**src/rtl/uart_rx_oversample.sv**
```systemverilog
// uart_rx_oversample
// Asynchronous serial receiver with 16x oversampling. The line is
// synchronized, a falling edge on the idle line starts a frame, the start
// bit is re-checked at its midpoint and every following bit is sampled at
// its midpoint (16 ticks later). Frame format is latched at start detection
// so configuration changes mid-frame have no effect.
//
// Ports:
//   clk          system clock, rising edge
//   rst          asynchronous active-low reset
//   rx           serial line, idle high, asynchronous to clk
//   rx_en        enables start detection (a frame in progress always completes)
//   baud[16:0]   clk cycles per 1/16-bit tick (0 and 1 both mean every clk)
//   length[3:0]  data bits per frame, clamped to 5..8
//   parity_en    parity bit present
//   parity_type  0 = even, 1 = odd
//   stop2        0 = one stop bit, 1 = two stop bits
//   rx_out[7:0]  last received data, right-aligned, unused MSBs zero
//   rx_done      one-clk pulse when a frame completes
//   busy         high whenever the receiver is not idle
//   rx_err       parity mismatch on the last frame
//   frame_err    a stop bit of the last frame was sampled low
module uart_rx_oversample (
   input  logic        clk,
   input  logic        rst,
   input  logic        rx,
   input  logic        rx_en,
   input  logic [16:0] baud,
   input  logic [3:0]  length,
   input  logic        parity_en,
   input  logic        parity_type,
   input  logic        stop2,
   output logic [7:0]  rx_out,
   output logic        rx_done,
   output logic        busy,
   output logic        rx_err,
   output logic        frame_err
);

   typedef enum logic [2:0] {
      S_IDLE   = 3'd0,
      S_START  = 3'd1,
      S_DATA   = 3'd2,
      S_PARITY = 3'd3,
      S_STOP   = 3'd4,
      S_DONE   = 3'd5
   } state_t;

   // Clamp requested data length into the supported 5..8 range.
   function automatic logic [3:0] clamp_len(input logic [3:0] len);
      logic [3:0] r;
      if (len < 4'd5) begin
         r = 4'd5;
      end else if (len > 4'd8) begin
         r = 4'd8;
      end else begin
         r = len;
      end
      return r;
   endfunction

   // Even parity of the data byte (unused MSBs are zero, so they do not count).
   function automatic logic parity_of(input logic [7:0] data);
      return ^data;
   endfunction

   state_t      state_q, state_d;
   logic        rx_meta_q;
   logic        rx_s_q;
   logic        rx_prev_q;
   logic [16:0] baud_cnt_q, baud_cnt_d;
   logic [3:0]  tick_cnt_q, tick_cnt_d;
   logic [3:0]  bit_cnt_q, bit_cnt_d;
   logic [7:0]  shift_q, shift_d;
   logic [3:0]  len_q, len_d;
   logic        par_en_q, par_en_d;
   logic        par_type_q, par_type_d;
   logic        stop2_q, stop2_d;
   logic        par_err_q, par_err_d;
   logic        frm_err_q, frm_err_d;
   logic [7:0]  rx_out_q, rx_out_d;
   logic        rx_done_q, rx_done_d;
   logic        rx_err_q, rx_err_d;
   logic        frame_err_q, frame_err_d;
   logic        busy_q, busy_d;

   logic [16:0] baud_max_s;
   logic        tick_s;
   logic        mid_s;
   logic        start_s;

   // Two-flop synchronizer plus one delayed copy for falling-edge detection.
   always_ff @(posedge clk or negedge rst) begin
      if (!rst) begin
         rx_meta_q <= 1'b1;
         rx_s_q    <= 1'b1;
         rx_prev_q <= 1'b1;
      end else begin
         rx_meta_q <= rx;
         rx_s_q    <= rx_meta_q;
         rx_prev_q <= rx_s_q;
      end
   end

   // Tick and edge qualifiers. A counter already past the limit (baud lowered
   // mid-count) ticks immediately instead of running round all 17 bits.
   always_comb begin
      if (baud < 17'd2) begin
         baud_max_s = 17'd0;
      end else begin
         baud_max_s = baud - 17'd1;
      end
      tick_s  = (baud_cnt_q >= baud_max_s);
      mid_s   = tick_s && (tick_cnt_q == 4'd15);
      start_s = rx_prev_q && !rx_s_q && rx_en;
   end

   // Next-state, datapath and output computation.
   always_comb begin
      state_d     = state_q;
      baud_cnt_d  = baud_cnt_q;
      tick_cnt_d  = tick_cnt_q;
      bit_cnt_d   = bit_cnt_q;
      shift_d     = shift_q;
      len_d       = len_q;
      par_en_d    = par_en_q;
      par_type_d  = par_type_q;
      stop2_d     = stop2_q;
      par_err_d   = par_err_q;
      frm_err_d   = frm_err_q;
      rx_out_d    = rx_out_q;
      rx_err_d    = rx_err_q;
      frame_err_d = frame_err_q;
      rx_done_d   = 1'b0;

      // Counters are held at zero while idle, so a detected start begins
      // counting from a clean phase.
      if (state_q == S_IDLE) begin
         baud_cnt_d = 17'd0;
         tick_cnt_d = 4'd0;
      end else if (tick_s) begin
         baud_cnt_d = 17'd0;
         tick_cnt_d = tick_cnt_q + 4'd1;
      end else begin
         baud_cnt_d = baud_cnt_q + 17'd1;
      end

      case (state_q)
         S_IDLE: begin
            if (start_s) begin
               state_d    = S_START;
               len_d      = clamp_len(length);
               par_en_d   = parity_en;
               par_type_d = parity_type;
               stop2_d    = stop2;
               bit_cnt_d  = 4'd0;
               shift_d    = 8'h00;
               par_err_d  = 1'b0;
               frm_err_d  = 1'b0;
            end else begin
               state_d = S_IDLE;
            end
         end
         S_START: begin
            // Eighth tick is the middle of the start bit; a high line here
            // was a glitch and the receiver quietly returns to idle.
            if (tick_s && (tick_cnt_q == 4'd7)) begin
               tick_cnt_d = 4'd0;
               if (!rx_s_q) begin
                  state_d = S_DATA;
               end else begin
                  state_d = S_IDLE;
               end
            end else begin
               state_d = S_START;
            end
         end
         S_DATA: begin
            if (mid_s) begin
               shift_d[bit_cnt_q[2:0]] = rx_s_q;
               if (bit_cnt_q == (len_q - 4'd1)) begin
                  bit_cnt_d = 4'd0;
                  if (par_en_q) begin
                     state_d = S_PARITY;
                  end else begin
                     state_d = S_STOP;
                  end
               end else begin
                  bit_cnt_d = bit_cnt_q + 4'd1;
               end
            end else begin
               state_d = S_DATA;
            end
         end
         S_PARITY: begin
            if (mid_s) begin
               state_d = S_STOP;
               if (rx_s_q != (parity_of(shift_q) ^ par_type_q)) begin
                  par_err_d = 1'b1;
               end else begin
                  par_err_d = par_err_q;
               end
            end else begin
               state_d = S_PARITY;
            end
         end
         S_STOP: begin
            if (mid_s) begin
               if (!rx_s_q) begin
                  frm_err_d = 1'b1;
               end else begin
                  frm_err_d = frm_err_q;
               end
               if (stop2_q && (bit_cnt_q == 4'd0)) begin
                  bit_cnt_d = 4'd1;
               end else begin
                  // Last stop bit: publish data and both flags together.
                  state_d     = S_DONE;
                  rx_done_d   = 1'b1;
                  rx_out_d    = shift_q;
                  rx_err_d    = par_err_q;
                  frame_err_d = frm_err_q | ~rx_s_q;
               end
            end else begin
               state_d = S_STOP;
            end
         end
         S_DONE: begin
            state_d = S_IDLE;
         end
         default: begin
            state_d = S_IDLE;
         end
      endcase

      busy_d = (state_d != S_IDLE);
   end

   // State, datapath and registered-output flops.
   always_ff @(posedge clk or negedge rst) begin
      if (!rst) begin
         state_q     <= S_IDLE;
         baud_cnt_q  <= 17'd0;
         tick_cnt_q  <= 4'd0;
         bit_cnt_q   <= 4'd0;
         shift_q     <= 8'h00;
         len_q       <= 4'd8;
         par_en_q    <= 1'b0;
         par_type_q  <= 1'b0;
         stop2_q     <= 1'b0;
         par_err_q   <= 1'b0;
         frm_err_q   <= 1'b0;
         rx_out_q    <= 8'h00;
         rx_done_q   <= 1'b0;
         rx_err_q    <= 1'b0;
         frame_err_q <= 1'b0;
         busy_q      <= 1'b0;
      end else begin
         state_q     <= state_d;
         baud_cnt_q  <= baud_cnt_d;
         tick_cnt_q  <= tick_cnt_d;
         bit_cnt_q   <= bit_cnt_d;
         shift_q     <= shift_d;
         len_q       <= len_d;
         par_en_q    <= par_en_d;
         par_type_q  <= par_type_d;
         stop2_q     <= stop2_d;
         par_err_q   <= par_err_d;
         frm_err_q   <= frm_err_d;
         rx_out_q    <= rx_out_d;
         rx_done_q   <= rx_done_d;
         rx_err_q    <= rx_err_d;
         frame_err_q <= frame_err_d;
         busy_q      <= busy_d;
      end
   end

   assign rx_out    = rx_out_q;
   assign rx_done   = rx_done_q;
   assign busy      = busy_q;
   assign rx_err    = rx_err_q;
   assign frame_err = frame_err_q;

endmodule

```
**config.mk**
```make
export PLATFORM = sky130hd
export DESIGN_NAME = uart_rx_oversample
export DESIGN_NICKNAME = d
export VERILOG_FILES = /design/src/rtl/uart_rx_oversample.sv
export SDC_FILE = /design/constraint.sdc
export NUM_CORES = 1
export LEC_CHECK = 0
export BUFFER_PORTS_ARGS = -buffer_cell sky130_fd_sc_hd__buf_2
export CORE_ASPECT_RATIO = 0.7
export CORE_UTILIZATION = 41
export CTS_BUF_LIST = sky130_fd_sc_hd__clkbuf_16
export CTS_CLUSTER_SIZE = 40
export DETAILED_ROUTE_END_ITERATION = 8
export PLACE_DENSITY_LB_ADDON = 0.08
export SLEW_MARGIN = 10
export SYNTH_ARGS = -nofsm -noshare
export SYNTH_HDL_FRONTEND = slang
export SYNTH_SLANG_ARGS = --single-unit
```
**constraint.sdc**
```tcl
create_clock -name clk -period 2.9 [get_ports clk]
set_clock_uncertainty 0.1 [all_clocks]
set_input_delay 0.435 -clock clk [delete_from_list [all_inputs] [get_ports clk]]
set_output_delay 0.435 -clock clk [all_outputs]
set_load 0.03 [all_outputs]
```
Word-level counts from Yosys, hierarchy flattened
Index checks and enable logic that the tools add are counted.

storage, ports and cells
  output and inout bits = 12
  flip-flop bits (word level) = 60
  bits in read-only memories = 0
  memory bits (writable) = 0
  memories kept = 0
  bits in latches = 0

cells by class
  eq/ne operators = 15
  div/mod/pow operators = 0
  multiplexer cells = 41
  shift operators = 0
  multipliers = 0
  reduce and logical (&&, ||, !) cells = 21
  order comparisons = 6
  bitwise gates (word level) = 4
  $add $sub $neg = 5

operators by type and width
  operator                 count
  $mux W17                 3
  $mux W4                  11
  $mux W3                  7
  $add A17 B1 Y17 const B  1
  $ge A17 B17 Y1           1
  $lt A17 B2 Y1 const B    1
  $sub A17 B1 Y17 const B  1
  $mux W8                  2
  $pmux W8 S2              1
  $pmux W3 S5              1
  $ne A2 B2 Y1 const B     7
  $pmux W4 S3              1
  $mux W1                  10
  $add A4 B1 Y4 const B    2
  $bwmux W8                1
  $reduce_and A4 Y1        2
  $reduce_xor A8 Y1        1
  $eq A3 B2 Y1 const B     2
  $logic_and A1 B1 Y1      6
  $reduce_and A3 Y1        2
  $reduce_bool A2 Y1       3
  $reduce_bool A3 Y1       2
  $reduce_and A5 Y1        1
  $eq A4 B3 Y1 const B     1
  20 further kinds         22

Logic depth before layout (Yosys ltp)
  word-level depth = 7
  mapped depth = 18
  gate-level depth less buffers = 16

Worst setup path before layout
Ideal clock, no wire load.

  path type = input to register
  start point = input baud[6]
  end point = register rx_out_q[0], in the netlist rx_out[0]
  data required time = 2.675 ns
  setup slack = -1.446 ns
  path buffers = 2
  setup time = 0.125 ns
  arrival time = 4.122 ns
  cell stages on the path = 15
  cells stage by stage = or4_4 > or3_4 > or4_4 > nor4_4 > xor2_1 > nand2_1 > ha_1 > and4_1 > a221oi_1 > or2_2 > and2_1 > buf_6 > nor3_2 > buf_4 > mux2_2

between the ends
  cells in the longest elaborated chain, start to end = 5

ends and longest elaborated chain
  element                                                  line      text
  from (decl)                                              28        input logic [16:0] baud,
  $sub A17 B1 Y17 / $lt A17 B2 Y1 (equally long branches)  111, 108
  $mux W17 *                                               108       if (baud < 17'd2) begin
  $ge A17 B17 Y1 *                                         113       tick_s = (baud_cnt_q >= baud_max_s);
  $logic_and A1 B1 Y1 *                                    114       mid_s = tick_s && (tick_cnt_q == 4'd15);
  $reduce_and A3 Y1 (no line) *                            -
  to (signal assigned)                                     270       rx_out_q <= rx_out_d;
  to (decl)                                                81        logic [7:0] rx_out_q, rx_out_d;

Mark *: on every way between the ends. The rest lies on a longest branch, timed or not.
A chain may end at the register's enable or synchronous reset.

Worst setup path in the final report
  start point = input baud[6]
  end point = register busy_q, in the netlist busy

between the ends
  cells in the longest elaborated chain, start to end = 7

ends and longest elaborated chain
  element                                                  line      text
  $sub A17 B1 Y17 / $lt A17 B2 Y1 (equally long branches)  111, 108
  $mux W17 *                                               108
  $ge A17 B17 Y1 *                                         113
  $logic_and A1 B1 Y1 (on tied branches)                   114, 167
  $mux W3 (on tied branches)                               -
  $pmux W3 S5 *                                            148       case (state_q)
  via state_d[0]                                           67        state_t state_q, state_d;
  $reduce_bool A3 Y1 *                                     236       busy_d = (state_d != S_IDLE);
  via busy_d                                               85        logic busy_q, busy_d;
  to (signal assigned)                                     274       busy_q <= busy_d;
  to (decl)                                                85

The timed path passes the listed nets; every way through them passes the cells marked *.

==> metrics.txt <==
clock period minus worst slack=between 4 and 5 ns; worst vdd ir=about 0.3 mV; register share of total power=around two fifths; die width=roughly 110 um; Gate power share=about 22%; pwr dens=between 400 and 500 nW/um^2; Clock Pin Slew Worst Setup and Hold Paths=approximately 0.05 ns; post-synth cell types=a little over 50; initial core utilization=between 40% and 50%; failing checks=negative setup slack; Synth Register Bits=60; Post-DP HPWL=~6.6 mm; Synth Area per Inst=just over 9 um^2; GRT Total Usage=21.4%; Mapped Cells=396; largest net degree at the start of global routing=29; Tcrit/Tclk final=141%; crit-path most repeated cell=or4_4; top cells by area, synth=dfrtp_1 38%, ha_1 7.9%, xnor2_1 6.2%; full die area=9320 um^2; Fin Hold WS=roughly 0.034 ns; Placed Area=4350 um^2; CTS Buf Count=9; setup slack after layout=-1.19 ns; Worst setup SP type=input port; CTS max path bufs=2; critical-path cell list=buf_6 > or4_4 > or3_4 > or4_4 > nor4_4 > xor2_1 > nand2_1 > ha_4 > and4_4 > a221oi_4 > or2_4 > and2_4 > nor3_4 > a2111o_1 > or3_1; Setup violations, final=50; vias per cell=5.17; 1st-iter DRT viols=~140; Layout area overhead=38.6%; Tightest Hold Check Type=in2async; status=finished, violations left; TritonRoute pass-1 iters=6; setup TNS=-47.33 ns; nature of the critical path endpoint=register; RSZ-0062 raised after global routing=true; slew margin rel.=30.0%; initial antenna violation count=0; synth warn=0; Max H-tree Level=3; maxcap violations=0; gp weighted congestion=0.814; Slew @ Worst Pin=1.05 ns; EDFF count, synth=0; CP Data Required Time=3.00 ns; CTS tree=built; # diodes=0; layout cell share with drive strength beyond 1=a little under two fifths; Pint=1750 uW; routed vias=approximately 3200; Top FF cell, synth=dfrtp_1; design area=5080 um^2; final hold vios=0; # IOs=40; sw power=slightly below 700 uW; Synth Net Count=roughly 450; Leakage=0.00237 uW; CP Max Fanout=3; crit path kind=in2reg; Num Clock Sinks=60; Net Sw Frac=between 20% and 30%; gr ovfl total=0; clock share of power=36.9%; Slew Limit Fails=0; clock tree root buffer cell=clkbuf_16; post-synthesis sequential area ratio=between 40% and 50%; Post-synth ARST share=100%; Data arrival, critical path=around 4.2 ns; DP Worst Slack=-1.70 ns; first-pass GRT wire length=around 15 mm; # rows=28; fin nets=551; # DRC=0; Yosys top cell by area=dfrtp_1; CP Buf/Inv Count=1; top-area cell type share of the netlist area=a little under two fifths; antenna viol nets, final=0; core area=8550 um^2; vias in the first global route=between 2000 and 3000; CP top delay family=simple AND/OR/NAND/NOR gates; Routed WL per cell=15.0 um; clk_lat worst skew=around 0.32 ns; Crit-path slowest cell=or4_4; chip height=between 80 and 90 um; synthesized area=~3700 um^2; Post-Route WL=~9.4 mm; filler cell count=~790; port bufs=39; Critical Path Max Stage Delay=~0.54 ns; Fmax achieved=~0.24 GHz
-- power groups by stage --
stage	sequential, uW	combinational, uW	clock (uW)
floorplan	1000	294	0
global placement	1010	472	0
detailed placement	1010	485	0
CTS	995	519	918
global route	1010	609	955
finish	996	538	897
-- kinds of logic (layout without fill, tap and decap cells) --
logic type	count (synthesis)	after routing	synth area share, %
compound gates	51	51	9.64
xor+xnor	46	46	11.0
buf+inv	27	133	3.11
mux	12	12	3.62
flops	60	60	41.1
fa+ha+maj	23	23	7.86
simple gates	177	180	23.6
-- cell usage after synthesis (4+ instances only) --
master     n
nand2_1   58
dfrtp_1   56
nor2_1    46
xnor2_1   26
ha_1      23
xor2_1    20
nand3_1   16
inv_1     14
nor3_1    12
o21ai_0   12
a21oi_1   10
clkbuf_1  10
mux2_2    10
nor4_1     7
nand2b_1   6
nand4_1    6
o31ai_1    5
or3_1      5
and3_1     4
dfstp_2    4
o211ai_1   4
-- worst register-to-register path, stage by stage (launching register included) --
cell and delay, ns:
dfrtp_1 0.39, ha_1 0.31, and4_4 0.20, nand2_1 0.07
a221oi_1 0.05, buf_4 0.16, o41ai_2 0.26, and2_4 0.24
nor3_4 0.05, a2111o_1 0.38, or3_1 0.35
-- final timing paths --
path	slack [ns]	cells after the start	start	end
max	-1.19	15	baud[6]	busy
min	0.03	1	rst	baud_cnt_q[16]
max reg2reg	0.19	10	baud_cnt_q[6]	busy
min reg2reg	0.26	0	rx_meta_q	rx_s_q
max in group asynchronous	1.92	2	rst	rx_meta_q
min in group clk	0.12	1	rx	rx_meta_q
-- through the flow --
step | instances | util (%) | power (uW)
2_1_floorplan | 396 | - | 1300
3_3_place_gp | 592 | 50.9 | 1480
3_5_place_dp | 592 | 50.9 | 1490
4_1_cts | 622 | 57.2 | 2430
5_1_grt | 625 | 59.4 | 2570
6_report | 625 | 59.4 | 2430
-- area by class of cell --
cell class	instances	area (um^2)	share of cell area, %
clock inverter	7	27.5	0.542
sequential	60	1510	29.7
tap	120	150	2.96
inverter	14	52.6	1.04
timing repair buffer	103	753	14.8
multi-input combinational	312	2360	46.5
clock buffer	9	225	4.44
-- metal layers --
metal,global-route usage [%],part of all wire [%],up-vias
met4,3.90,0.30,0
met5,0,0,-
met2,28.6,41,55
li1,-,-,1602
met1,33.7,55,1569
met3,5.67,3.8,4
-- registers in the layout, indices dropped and copies added, names as in the netlist, 3 cells and up --
name / cells
state_q: 3
shift_q: 8
tick_cnt_q: 4
baud_cnt_q: 17
len_q: 4
bit_cnt_q: 4
rx_out: 8
-- repair_timing --
item | CTS | global route
hold buffers | 0 | 0
gates resized for setup | 42 | 36
setup endpoints to repair | 50 | 50
setup buffers | 12 | 3
pin swaps | 16 | 16
cloned | 3 | 0
-- placed cells by master, fill, tap and decap left out, types with 3 or more instances in the layout --
cell       synthesis  routed
o211ai_1           4       4
o21ai_2            1       3
clkinv_1           0       3
and3_1             4       4
nand2_2            0       3
nand3_1           16      15
ha_4               0       3
nor3_1            12       9
buf_6              1      12
dfstp_2            4       4
xnor2_1           26      26
or2_4              0       4
a21oi_1           10       6
nor4_1             7       5
nand2_1           58      55
dfrtp_1           56      56
a21oi_2            0       3
mux2_2            10       3
nor3_4             0       3
nand2b_1           6       6
o21ai_0           12       7
nor2_2             0      15
buf_4              1      51
inv_1             14      17
or3_1              5       4
mux2_4             0       7
clkbuf_16          0       9
buf_2              1      37
nor2_1            46      30
xor2_1            20      20
nand4_1            6       6
ha_1              23      20
Note: power is estimated with default switching activity, not from simulation.
